===== src/rtl/bridge_pkg.sv =====
// Shared types and defaults for the AHB-to-APB bridge.
// Imported by the controller and by the upstream valid generator.
package bridge_pkg;

  localparam int DEF_ADDR_WIDTH = 32;
  localparam int DEF_DATA_WIDTH = 32;
  localparam int DEF_NUM_SLAVES = 3;

  typedef enum logic [1:0] {
    IDLE   = 2'b00,
    WWAIT  = 2'b01,
    SETUP  = 2'b10,
    ACCESS = 2'b11
  } state_e;

  localparam logic [1:0] HTRANS_IDLE   = 2'b00;
  localparam logic [1:0] HTRANS_BUSY   = 2'b01;
  localparam logic [1:0] HTRANS_NONSEQ = 2'b10;
  localparam logic [1:0] HTRANS_SEQ    = 2'b11;

endpackage


===== src/rtl/apb_controller.sv =====
// AHB-to-APB bridge FSM: turns each accepted AHB transfer
// into an APB SETUP/ACCESS pair, stalling AHB meanwhile.
module apb_controller
  import bridge_pkg::*;
#(
  parameter int ADDR_WIDTH = DEF_ADDR_WIDTH,
  parameter int DATA_WIDTH = DEF_DATA_WIDTH,
  parameter int NUM_SLAVES = DEF_NUM_SLAVES
) (
  input  logic                  Hclk,
  input  logic                  Hresetn,
  input  logic                  valid,
  input  logic [ADDR_WIDTH-1:0] Haddr,
  input  logic                  Hwrite,
  input  logic [NUM_SLAVES-1:0] tempselx,
  input  logic [DATA_WIDTH-1:0] Hwdata,
  input  logic [DATA_WIDTH-1:0] Prdata,
  output logic [NUM_SLAVES-1:0] Pselx,
  output logic [ADDR_WIDTH-1:0] Paddr,
  output logic                  Pwrite,
  output logic [DATA_WIDTH-1:0] Pwdata,
  output logic                  Penable,
  output logic                  Hreadyout,
  output logic [DATA_WIDTH-1:0] Hrdata
);

  state_e                state_q, state_d;
  logic [ADDR_WIDTH-1:0] pend_addr_q, pend_addr_d;
  logic                  pend_write_q, pend_write_d;
  logic [NUM_SLAVES-1:0] pend_sel_q, pend_sel_d;
  logic [DATA_WIDTH-1:0] pend_data_q, pend_data_d;

  logic [NUM_SLAVES-1:0] psel_q, psel_d;
  logic [ADDR_WIDTH-1:0] paddr_q, paddr_d;
  logic                  pwrite_q, pwrite_d;
  logic [DATA_WIDTH-1:0] pwdata_q, pwdata_d;
  logic                  penable_q, penable_d;
  logic                  hready_q, hready_d;

  always_comb begin
    state_d      = state_q;
    pend_addr_d  = pend_addr_q;
    pend_write_d = pend_write_q;
    pend_sel_d   = pend_sel_q;
    pend_data_d  = pend_data_q;

    unique case (state_q)
      IDLE, ACCESS: begin
        if (valid) begin
          pend_addr_d  = Haddr;
          pend_write_d = Hwrite;
          pend_sel_d   = tempselx;
          state_d      = Hwrite ? WWAIT : SETUP;
        end else begin
          state_d = IDLE;
        end
      end
      WWAIT: begin
        pend_data_d = Hwdata;
        state_d     = SETUP;
      end
      SETUP:   state_d = ACCESS;
      default: state_d = IDLE;
    endcase
  end

  // Outputs are registered, so decode them from the next state.
  always_comb begin
    psel_d    = '0;
    penable_d = 1'b0;
    hready_d  = 1'b1;
    paddr_d   = paddr_q;
    pwrite_d  = pwrite_q;
    pwdata_d  = pwdata_q;

    unique case (state_d)
      IDLE:  hready_d = 1'b1;
      WWAIT: hready_d = 1'b0;
      SETUP, ACCESS: begin
        psel_d    = pend_sel_d;
        paddr_d   = pend_addr_d;
        pwrite_d  = pend_write_d;
        pwdata_d  = pend_data_d;
        penable_d = (state_d == ACCESS);
        hready_d  = (state_d == ACCESS);
      end
      default: hready_d = 1'b1;
    endcase
  end

  always_ff @(posedge Hclk or negedge Hresetn) begin
    if (!Hresetn) begin
      state_q      <= IDLE;
      pend_addr_q  <= '0;
      pend_write_q <= 1'b0;
      pend_sel_q   <= '0;
      pend_data_q  <= '0;
      psel_q       <= '0;
      paddr_q      <= '0;
      pwrite_q     <= 1'b0;
      pwdata_q     <= '0;
      penable_q    <= 1'b0;
      hready_q     <= 1'b1;
    end else begin
      state_q      <= state_d;
      pend_addr_q  <= pend_addr_d;
      pend_write_q <= pend_write_d;
      pend_sel_q   <= pend_sel_d;
      pend_data_q  <= pend_data_d;
      psel_q       <= psel_d;
      paddr_q      <= paddr_d;
      pwrite_q     <= pwrite_d;
      pwdata_q     <= pwdata_d;
      penable_q    <= penable_d;
      hready_q     <= hready_d;
    end
  end

  assign Pselx     = psel_q;
  assign Paddr     = paddr_q;
  assign Pwrite    = pwrite_q;
  assign Pwdata    = pwdata_q;
  assign Penable   = penable_q;
  assign Hreadyout = hready_q;

  assign Hrdata = (state_q == ACCESS && !pwrite_q) ? Prdata : '0;

endmodule


===== config.mk =====
export PLATFORM = sky130hd
export DESIGN_NAME = apb_controller
export DESIGN_NICKNAME = d
export VERILOG_FILES = /design/src/rtl/bridge_pkg.sv /design/src/rtl/apb_controller.sv
export SDC_FILE = /design/constraint.sdc
export NUM_CORES = 1
export LEC_CHECK = 0
export ABC_AREA = 1
export CAP_MARGIN = 10
export CELL_PAD_IN_SITES_DETAIL_PLACEMENT = 0
export CELL_PAD_IN_SITES_GLOBAL_PLACEMENT = 1
export CORE_ASPECT_RATIO = 0.8
export CORE_MARGIN = 2
export CORE_UTILIZATION = 35
export DETAILED_ROUTE_END_ITERATION = 10
export PLACE_DENSITY = 0.82
export REMOVE_ABC_BUFFERS = 1
export SETUP_SLACK_MARGIN = 0.02
export SYNTH_ARGS = -nofsm -noshare
export SYNTH_HDL_FRONTEND = slang
export SYNTH_SLANG_ARGS = --single-unit

===== constraint.sdc =====
create_clock -name Hclk -period 3.5 [get_ports Hclk]
set_input_delay 0.7 -clock Hclk [delete_from_list [all_inputs] [get_ports Hclk]]
set_output_delay 0.7 -clock Hclk [all_outputs]
set_load 0.03 [all_outputs]

---- Yosys cells after proc, flatten, opt, wreduce, memory -nomap -nowiden ----
Cells that the tools add are included.
storage, ports and cells
  register bits ........................... 140
  input port bits ......................... 103
  output and inout port bits .............. 102
  word-level logic and storage cells ...... 37
operators by class
  eq/ne operators ......................... 6
  multiplexer cells ....................... 14
  reduce and logical (&&, ||, !) cells .... 6
operators with widths
  operator                                              count
  2-to-1 mux 32 bit                                     4
  2-to-1 mux 3 bit                                      3
  equality test 2 bit (second input constant)           4
  one-hot mux 2 bit (3 select lines)                    1
  equality test 2 x 1 -> 1 bit (second input constant)  2
  logical NOT 2 bit                                     2
  2-to-1 mux 2 bit                                      2
  OR reduction 2 bit                                    2
  2-to-1 mux 1 bit                                      3
  one-hot mux 1 bit (3 select lines)                    1
  logical AND 1 bit                                     1
  logical NOT 1 bit                                     1

---- Depth between registers and ports, before layout ----
  depth in word-level cells ............... 6
  gate-level depth with buffers ........... 13

---- Least setup slack after synthesis ----
Ideal clock, no wire load.
  path kind ............................... flip-flop to flip-flop
  start point ............................. register state_q[0]
  end point ............................... register paddr_q[14], in the netlist Paddr[14]
  arrival time ............................ 2029 ps
  required time ........................... 3383 ps
  path slack .............................. 1353 ps
  stages on the path, launching flop included .. 14
  path buffers ............................ 4
  clock period less this slack ............ 2147 ps
  path through ............................ dfrtp_1 > inv_1 > ha_1 > buf_4 > buf_2 > o21ai_0 > inv_1 > ha_1 > nor2_4 > inv_2 > buf_4 > buf_2 > nand3_1 > nand2_1
on the way
  longest elaborated chain between the ends .. 5
  elaborated cells on any way between the ends .. 10
ends and longest elaborated chain
  what                                                             RTL line               source
  start: declaration                                               apb_controller.sv:27   state_e state_q, state_d;
  start signal: assignment                                         apb_controller.sv:105  state_q <= state_d;
  equality test 2 bit / logical NOT 2 bit (equally long branches)  apb_controller.sv:47   unique case (state_q)
  OR reduction 2 bit                                               apb_controller.sv:47
  one-hot mux 2 bit (3 select lines) *                             apb_controller.sv:47
  net state_d[0]                                                   apb_controller.sv:27
  equality test 2 bit                                              apb_controller.sv:76   unique case (state_d)
  OR reduction 2 bit *                                             apb_controller.sv:76
  end signal: assignment                                           apb_controller.sv:111  paddr_q <= paddr_d;
  end: declaration                                                 apb_controller.sv:34   logic [ADDR_WIDTH-1:0] paddr_q, paddr_d;
Mark *: on every way through the listed nets, which the timed path passes. The rest lies on a longest branch.
A chain may end at the register's enable or synchronous reset.

---- Worst setup path after layout ----
  start point ............................. register state_q[0]
  end point ............................... output Hrdata[26]
on the way
  longest elaborated chain between the ends .. 3
ends and longest elaborated chain
  what                 RTL line               source
  equality test 2 bit  apb_controller.sv:126  assign Hrdata = (state_q == ACCESS && !pwrite_q) ? Prdata : '0;
  logical AND 1 bit    apb_controller.sv:126
  2-to-1 mux 32 bit    apb_controller.sv:126
  end: declaration     apb_controller.sv:24   output logic [DATA_WIDTH-1:0] Hrdata
Every way passes these cells.

==> key figures <==
Critical path
  – CP arrival: ~2 ns
  – CP required: roughly 2.8 ns
  – Reg2reg end: Pwdata[9]
  – Cell depth of the worst flop-to-flop path: 11
  – Critical Path Source: state_q[0]
  – Critical Path End: Hrdata[26]
  – FF-to-FF setup slack: between 1 and 1.5 ns
  – Reg-to-reg startpoint: state_q[0]
  – Critical-path maximum fanout: 32
  – Crit path launch type: flip-flop
  – Crit end category: output port
  – Kind of critical path: flip-flop to output port

Synthesis
  – Synth Area in Compound Gates: 0.0307
  – Synthesized area: slightly above 6000 µm²
  – YS warnings: 0
  – Post-Syn Instances: 725
  – Adder-Cell Fraction of Synth Area: 0.00830
  – Distinct cells, synth: 18
  – Post-synthesis mux area share: 0
  – #FFs+latches synth: between 100 and 150
  – Seq/Total Area, Yosys: 0.581
  – Post-synthesis xor/xnor area fraction: 0
  – Synth Area in Simple Gates: 0.257
  – Mean Syn Cell Area: around 8.3 µm²
  – Main combinational cell family by area after synthesis: simple AND/OR/NAND/NOR gates

Routing
  – DR vias: about 5000
  – Max Used Layer: met4
  – M1 wire length: around 7.0 mm
  – Iteration-0 DRC count of the detailed router: approximately 240
  – Met2 WL post-DR: 6.69 mm
  – DRT antenna net count: 0
  – Vias per cell: 4.31
  – Drt wl/cell: around 13 µm
  – DR DRC count: 0
  – Total iterations of the first detailed-routing run: 6
  – WL met3: between 1 and 1.5 mm
  – Detailed Route WL: 15.1 mm

Place
  – Detailed placement HPWL: about 10 mm
  – Gp weighted congestion: between 0.7 and 0.8
  – Post-place setup slack: 0.587 ns
  – Buffers on Ports: between 200 and 250
  – Placed insts: between 1000 and 1500
  – Dpl cell area: roughly 8300 µm²

Pwr
  – Part of the power in combinational logic: 0.516
  – Clk pwr share: 0.181
  – Internal: 0.00533 W
  – Switching share of power: 0.429
  – Max IR drop VDD: ~660 µV
  – Pwr Total: between 0.009 and 0.01 W
  – NetSw: 0.00399 W
  – P per Cell Area: roughly 1100 nW/µm²
  – LEAKAGE: around 4.4 nW
  – Sequential Power Share: 0.302

Clocking
  – Clock Latency Late Sink: 0.40 ns
  – CTS Buffer Depth: 2
  – # H-tree levels: 4
  – Post-cts resize count: 0
  – Clock Pin Slew Worst Setup and Hold Paths: about 0.06 ns
  – Root buf cell: clkbuf_16
  – CTS tree: built
  – # clock sinks: 140
  – Hold_buf cts: 0
  – Num CTS Buffers: 17
  – Postcts setup bufs: 0

Final layout
  – Layout Nets: around 1000
  – Area grow syn2layout: 46.2%
  – Layout cells sized above 1: 0.0503
  – Most frequent cells in the layout: nand2_1, clkdlybuf4s50_1, inv_1
  – # fillers: around 1600
  – Finished Layout Cells: 1156
  – Commonest non-fill, non-tap cell in the layout: nand2_1
  – Post-route cell area: between 8000 and 9000 µm²

Die
  – Number of placed I/O pins: between 200 and 250
  – Initial core utilization: 0.361
  – Core area: 16700 µm²
  – Row cnt: 42
  – Die height: between 100 and 150 µm
  – Die Area: around 18000 µm²
  – Die Wd: 151 µm

Timing
  – Hold Violations, Final: 0
  – Fin crit share: 0.785
  – Fin worst setup slack: 0.753 ns
  – Unrepaired setup endpoints after global routing: no
  – Setup violators final: 0
  – Clock skew: approximately 0.0055 ns
  – Setup TNS: 0 ns
  – Relative slew slack: 0.284
  – Worst-Margin Slew: 1.07 ns
  – Final critical-path required period: ~2.7 ns
  – Max Clk Rate: 364 MHz
  – Slew Limit Fails: 0

GRT
  – GR Util All Layers: 0.169
  – Initial antenna violation count: 1
  – Vias in the first global route: approximately 4900
  – Largest net degree at the start of global routing: 86
  – Total gr overflow: 0
  – Global-route wire length before repair: between 20 and 25 mm

Run status
  – Status: finished, final reports clean

Run
  – Maximum capacitance violations: 0

Worst hold path
  – Hold Crit Class: input port to asynchronous set/reset pin
-- cells in the mapped netlist (all sizes together) --
| cell type | count | area share |
|---|---|---|
| and2 | 32 | 0.033 |
| buf | 32 | 0.033 |
| clkbuf | 4 | 0.0025 |
| dfrtp | 139 | 0.58 |
| dfstp | 1 | 0.0044 |
| ha | 4 | 0.0083 |
| inv | 141 | 0.088 |
| nand2 | 234 | 0.15 |
| nand3 | 65 | 0.054 |
| nor2 | 36 | 0.024 |
| o21ai | 37 | 0.031 |
-- power groups by stage --
stage                     sequential [W]  combinational, W  clock [W]
after floorplan                  0.00356           0.00211          0
after CTS                        0.00283           0.00489    0.00174
after detailed placement         0.00284           0.00488          0
after global placement           0.00283           0.00477          0
final                            0.00282           0.00481    0.00169
after global routing             0.00292           0.00535    0.00181
-- critical path: stages, from the launching register on --
cell and delay, ns:
dfrtp_1 0.40, ha_1 0.20, nand2_1 0.06, buf_4 0.29, nor2_1 0.09, clkdlybuf4s50_1 0.60
-- cells by family (layout without fill, tap and decap cells) --
family                   after synthesis  count (layout)
AO/OA/AOI/OAI                         37              37
adder cells (fa/ha/maj)                4               4
buffers and inverters                177             387
flip-flops                           140             140
other                                  0               1
AND/OR/NAND/NOR                      367             367
-- layer usage --
| layer | vias up | global-route usage |
|---|---|---|
| met5 | - | 0 |
| met4 | 0 | 0.0386 |
| met3 | 6 | 0.0541 |
| met2 | 176 | 0.263 |
| met1 | 2272 | 0.231 |
| li1 | 2526 | - |
-- layout make-up --
| cell class | instances | area [µm²] | area share |
|---|---|---|---|
| diodes | 1 | 2.50 | 0.000284 |
| clock buffers | 21 | 470 | 0.0533 |
| clock inverters | 10 | 90.1 | 0.0102 |
| inverters | 141 | 529 | 0.0600 |
| multi-input cells | 408 | 1790 | 0.203 |
| flip-flops and latches | 140 | 3500 | 0.397 |
| well taps | 220 | 275 | 0.0312 |
| repair buffers | 215 | 2160 | 0.245 |
-- worst min path at each step --
stage,end,depth (start not counted)
detailed placement,pend_write_q,2
floorplan,Paddr[0],0
CTS,pend_data_q[3],1
finish,Pwdata[1],1
global placement,Pwdata[23],2
global route,Pwdata[1],1
-- sequential cells by signal, summed over array words and instances, names as in the netlist --
signal        count
Hreadyout         1
Paddr            32
Penable           1
Pselx             3
Pwdata           32
Pwrite            1
pend_addr_q      32
pend_data_q      32
pend_sel_q        3
pend_write_q      1
state_q           2
-- through the flow --
stage	util	hold WS [ns]
final	0.528	0.339
after global routing	0.528	0.392
after CTS	0.528	0.364
after detailed placement	0.494	0.464
after global placement	0.494	0.462
after floorplan	-	0.404
No activity file was read; power rests on OpenSTA's default activity.
